[src/rtl/sr_flag_scheduler.sv]
// Round-robin command sequencer for a bank of SR status flags: grants one
// set/clear (or bulk clear) at a time, pulses s/r for one cycle, then verifies q.
module sr_flag_scheduler #(
    parameter int NREQ  = 4,
    parameter int NFLAG = 8,
    parameter int IDXW  = 3
) (
    input  logic                 clk,
    input  logic                 rst,
    input  logic [NREQ-1:0]      req,
    input  logic [NREQ-1:0]      op,
    input  logic [NREQ*IDXW-1:0] idx,
    input  logic                 init,
    input  logic                 clr_err,
    input  logic [NFLAG-1:0]     q_in,
    output logic [NFLAG-1:0]     s_out,
    output logic [NFLAG-1:0]     r_out,
    output logic [NREQ-1:0]      gnt,
    output logic                 busy,
    output logic                 done,
    output logic                 err_verify,
    output logic                 err_range
);

    localparam int PW = (NREQ > 1) ? $clog2(NREQ) : 1;

    typedef enum logic [1:0] {IDLE, ISSUE, CHECK} state_t;

    state_t           state_q;
    logic [PW-1:0]    ptr_q;
    logic [PW-1:0]    winner_q;
    logic             op_q;
    logic [IDXW-1:0]  idx_q;
    logic             bulk_q;
    logic             inrange_q;
    logic [NFLAG-1:0] s_q;
    logic [NFLAG-1:0] r_q;
    logic [NREQ-1:0]  gnt_q;
    logic             busy_q;
    logic             done_q;
    logic             err_verify_q;
    logic             err_range_q;

    logic [IDXW-1:0]  idx_arr [NREQ];
    logic             any_req;
    logic [PW-1:0]    win;
    logic [PW-1:0]    cand;
    logic             win_op;
    logic [IDXW-1:0]  win_idx;
    logic             win_ok;
    logic [NFLAG-1:0] win_onehot;
    logic [NREQ-1:0]  win_gnt;
    logic [NFLAG-1:0] q_shift;

    // Scan from ptr+NREQ-1 down to ptr so the requester closest to ptr is the
    // last one written and therefore wins.
    always_comb begin
        // NOTE: every variable gets a default first so no path leaves it unassigned (no latch).
        any_req = 1'b0;
        win     = '0;
        cand    = '0;
        for (int i = NREQ - 1; i >= 0; i--) begin
            cand = PW'((int'(ptr_q) + i) % NREQ);
            if (req[cand]) begin
                any_req = 1'b1;
                win     = cand;
            end
        end
        for (int k = 0; k < NREQ; k++) begin
            idx_arr[k] = idx[k*IDXW +: IDXW];
        end
    end

    assign win_op     = op[win];
    assign win_idx    = idx_arr[win];
    assign win_ok     = int'(win_idx) < NFLAG;
    assign win_onehot = NFLAG'(1) << win_idx;
    assign win_gnt    = NREQ'(1) << win;
    assign q_shift    = q_in >> idx_q;

    always_ff @(posedge clk or posedge rst) begin
        if (rst) begin
            state_q      <= IDLE;
            ptr_q        <= '0;
            winner_q     <= '0;
            op_q         <= 1'b0;
            idx_q        <= '0;
            bulk_q       <= 1'b0;
            inrange_q    <= 1'b0;
            s_q          <= '0;
            r_q          <= '0;
            gnt_q        <= '0;
            busy_q       <= 1'b0;
            done_q       <= 1'b0;
            err_verify_q <= 1'b0;
            err_range_q  <= 1'b0;
        end else begin
            // NOTE: non-blocking assignments throughout; a later assignment to
            // the same register in this block overrides an earlier one.
            s_q    <= '0;
            r_q    <= '0;
            gnt_q  <= '0;
            done_q <= 1'b0;

            // Placed before the state logic so an error raised this cycle wins.
            if (clr_err) begin
                err_verify_q <= 1'b0;
                err_range_q  <= 1'b0;
            end

            case (state_q)
                IDLE: begin
                    if (init) begin
                        r_q     <= '1;
                        bulk_q  <= 1'b1;
                        busy_q  <= 1'b1;
                        state_q <= ISSUE;
                    end else if (any_req) begin
                        gnt_q     <= win_gnt;
                        op_q      <= win_op;
                        idx_q     <= win_idx;
                        winner_q  <= win;
                        bulk_q    <= 1'b0;
                        inrange_q <= win_ok;
                        if (win_ok) begin
                            s_q <= win_op ? win_onehot : '0;
                            r_q <= win_op ? '0 : win_onehot;
                        end else begin
                            err_range_q <= 1'b1;
                        end
                        busy_q  <= 1'b1;
                        state_q <= ISSUE;
                    end
                end
                ISSUE: begin
                    state_q <= CHECK;
                end
                CHECK: begin
                    if (bulk_q) begin
                        if (q_in != '0) err_verify_q <= 1'b1;
                    end else begin
                        if (inrange_q && (q_shift[0] != op_q)) err_verify_q <= 1'b1;
                        ptr_q <= PW'((int'(winner_q) + 1) % NREQ);
                    end
                    done_q  <= 1'b1;
                    busy_q  <= 1'b0;
                    state_q <= IDLE;
                end
                default: begin
                    busy_q  <= 1'b0;
                    state_q <= IDLE;
                end
            endcase
        end
    end

    assign s_out      = s_q;
    assign r_out      = r_q;
    assign gnt        = gnt_q;
    assign busy       = busy_q;
    assign done       = done_q;
    assign err_verify = err_verify_q;
    assign err_range  = err_range_q;

endmodule
[config.mk]
export PLATFORM = sky130hd
export DESIGN_NAME = sr_flag_scheduler
export DESIGN_NICKNAME = d
export VERILOG_FILES = /design/src/rtl/sr_flag_scheduler.sv
export SDC_FILE = /design/constraint.sdc
export NUM_CORES = 1
export LEC_CHECK = 0
export CAP_MARGIN = 20
export CORE_ASPECT_RATIO = 0.7
export CORE_MARGIN = 4
export CORE_UTILIZATION = 40
export DETAILED_ROUTE_END_ITERATION = 8
export PLACE_DENSITY = 0.79
export SYNTH_ARGS = -nofsm -noshare
export SYNTH_HDL_FRONTEND = slang
export SYNTH_SLANG_ARGS = --single-unit
[constraint.sdc]
create_clock -name clk -period 2.1 [get_ports clk]
set_clock_uncertainty 0.1 [all_clocks]
set_input_delay 0.525 -clock clk [delete_from_list [all_inputs] [get_ports clk]]
set_output_delay 0.525 -clock clk [all_outputs]
set_load 0.05 [all_outputs]
==> qor.txt <==
Outcome = finished, violations left
RePlAce Congestion = 0.791
Pint = 2.07 mW
CP delay by family, top = buffers and inverters
CTS Sinks = 35
Leakage power = 1.22 nW
DRC viols = 0
Crit path arrival time = 2280 ps
Vias in the first global route = 1451
Clock Latency Late Sink = 290 ps
DR vias/cell = 5.45
Fin worst setup slack = -141 ps
Clock share of power = 12.0%
CP Capture Type = flip-flop
Crit path cell chain = buf_2 > buf_4 > nor2b_2 > o221ai_2 > buf_6 > nand3_2 > and3_4 > o211ai_1 > buf_4 > o41ai_2
Tightest Hold Check Type = flip-flop to flip-flop
Synth unique cells = 37
RSZ-0062 raised after global routing = true
Fin crit share = 107%
Clk root buf = clkbuf_8
Worst VDD drop = 919 µV
Max incr delay on CP = 430 ps
DR WL/cell = 17.5 µm
GR Util All Layers = 18.5%
Cell with the largest stage delay on the worst path = o211ai_1
Yosys reg bits = 35
Die Wd = 84.6 µm
Post-synth ARST share = 100%
Netlist Area Pre-Place = 0.00164 mm²
Final Core Density = 69.0%
Clock-pin slew on the worst setup and hold paths = 70 ps
Slew headroom = 58.5%
Final Hold Fails = 0
Layout cells sized above 1 = 45.5%
Post-Syn Instances = 154
CTS buffer count = 5
EDFF count, synth = 0
DP Wirelength = 3180 µm
1st-iter DRT viols = 106
CP bufs+invs = 4
Vias = 1553
Actual slew at the worst max-slew pin = 622 ps
Syn avg cell area = 10.7 µm²
GRT overflow = 0
H-tree depth = 2
Final Max Slew Viols = 0
Sw Pwr = 1.82 mW
Cell taking the most area after synthesis = dfrtp_1
Crit-path max FO = 5
MaxCap Viol Count = 0
PD cells = 1430 mW/mm²
Antenna fix cells = 0
CP most frequent cell = buf_4
Final setup fails = 15
Number of port buffers = 54
Initial antenna violation count = 0
Die ar. = 0.00521 mm²
Violated checks = negative setup slack
Synth Warn # = 0
Most frequent cell after synthesis = dfrtp_1
Share of the synthesized area in the top cell type = 53.4%
Crit path time final = 2240 ps
Placed Area = 0.00234 mm²
Setup TNS = -923 ps
Post-CTS Hold Buffers = 0
Crit path launch type = input port
Die height = 61.6 µm
First-pass DRT Iterations = 4
Fmax = 0.446 GHz
DP Worst Slack = -815 ps
Num ports = 56
Top_reg_cell synth = dfrtp_1
Num rows = 19
Post-DRT Antenna Nets = 0
Drt total wl = 4990 µm
Sequential share of power = 26.7%
Sequential share of the synthesized area = 53.4%
First-pass GRT wire length = 7210 µm
Core area = 0.00395 mm²
Final Cell Area = 0.00272 mm²
Crit Path Category = input port to flip-flop
Critical Path RT = 2140 ps
WHS = 379 ps
Combinational group share of total power = 61.3%
Max clock buf depth = 2
Syn_nets = 186
Layout area overhead = 65.8%
Dominant cells by area after synthesis = dfrtp_1 53%, nor4_1 3.8%, o41ai_1 3.7%
Sw Share = 46.7%
Synth top cells by count = 35 x dfrtp_1, 16 x nand2_1, 10 x nor2_1, 10 x nor4_1
Initial Util = 41.6%
CTS tree = done
Largest net degree at the start of global routing = 36
# nets final = 264
cells in the final DEF, fill, tap and decap left out, types with 2 or more instances in the layout:
cell type / netlist / routed
o21ai_1: 0 / 2
dfrtp_1: 35 / 34
clkbuf_1: 3 / 2
nand3_2: 0 / 2
nor4_2: 0 / 6
o41ai_4: 0 / 2
and3_4: 0 / 3
mux2i_4: 0 / 3
buf_2: 4 / 3
o41ai_2: 2 / 7
xnor2_1: 2 / 2
buf_4: 1 / 44
mux4_2: 2 / 2
nand2_1: 16 / 16
buf_6: 1 / 4
clkbuf_8: 0 / 5
nor2b_1: 5 / 3
inv_1: 3 / 3
a21oi_1: 5 / 3
nor4_1: 10 / 3
nor2_1: 10 / 7
nand2b_1: 3 / 2
clkdlybuf4s50_1: 0 / 28
o21ai_0: 9 / 7
nand3_1: 9 / 7
a21oi_4: 0 / 2
nor2_4: 0 / 2
nor3_1: 2 / 2
routing by layer:
layer	GRT usage, %	routed length [µm]	up-vias	share of wire, %
met5	0	0	-	0
met4	4.74	48	0	0.96
met3	7.09	439	5	8.8
met2	28.2	2310	64	46
met1	25.3	2190	755	44
li1	-	-	729	-
flip-flops by register name (all words and copies together) (netlist names), 2 cells and up:
| register | count |
|---|---|
| r_out | 8 |
| gnt | 4 |
| winner_q | 2 |
| s_out | 8 |
| idx_q | 3 |
| ptr_q | 2 |
| state_q | 2 |
worst reg2reg max path, cell delays in order (launching register included):
cell and delay (ps):
dfrtp_2 390, buf_4 160, nor2_4 50, o32a_4 460, mux2i_4 250, mux2_4 340
o41ai_2 380
power groups by stage:
stage	registers (mW)	clock network, mW	logic [mW]
after floorplan	1.39	0	0.910
after CTS	1.03	0.470	2.07
final	1.04	0.467	2.39
after global placement	1.04	0	1.82
after global routing	1.06	0.510	2.51
after detailed placement	1.04	0	1.86
what timing repair did:
action,4_1_cts,5_1_grt
resized for setup,39,28
setup buffers,4,1
pin swaps,10,7
cloned,0,1
endpoints found under the setup margin,21,17
stage by stage:
stage	total power, mW	std cells
global placement	2.86	272
floorplan	2.30	154
finish	3.89	285
CTS	3.57	284
global route	4.08	285
detailed placement	2.90	272
layout make-up:
class                   count  area, µm²
well taps                  52       65.1
flip-flops and latches     35        877
multi-input cells         108       1020
repair buffers             79        671
clock buffers               7       76.3
clock inverters             1       5.00
fillers                   287       1220
inverters                   3       11.3
worst paths after layout:
path / startpoint / to / slack [ps] / cells past startpoint
worst max-delay path: req[1] / r_out[6]$_DFF_PP0_ / -140 / 10
worst min-delay path: inrange_q$_DFFE_PP0P_ / inrange_q$_DFFE_PP0P_ / 380 / 1
worst max register to register: ptr_q[0]$_DFFE_PP0P_ / r_out[6]$_DFF_PP0_ / -140 / 6
worst min register to register: inrange_q$_DFFE_PP0P_ / inrange_q$_DFFE_PP0P_ / 380 / 1
max in group asynchronous: rst / ptr_q[0]$_DFFE_PP0P_ / 1050 / 3
min in group asynchronous: rst / s_out[7]$_DFF_PP0_ / 530 / 3
cell families after synthesis:
logic type / share of synthesized area [%]
mux: 5.87
simple gates: 21.0
other cells: 0.228
flops: 53.4
buf+inv: 3.73
xor+xnor: 1.07
compound gates: 14.7
Note: power is estimated with default switching activity, not from simulation.
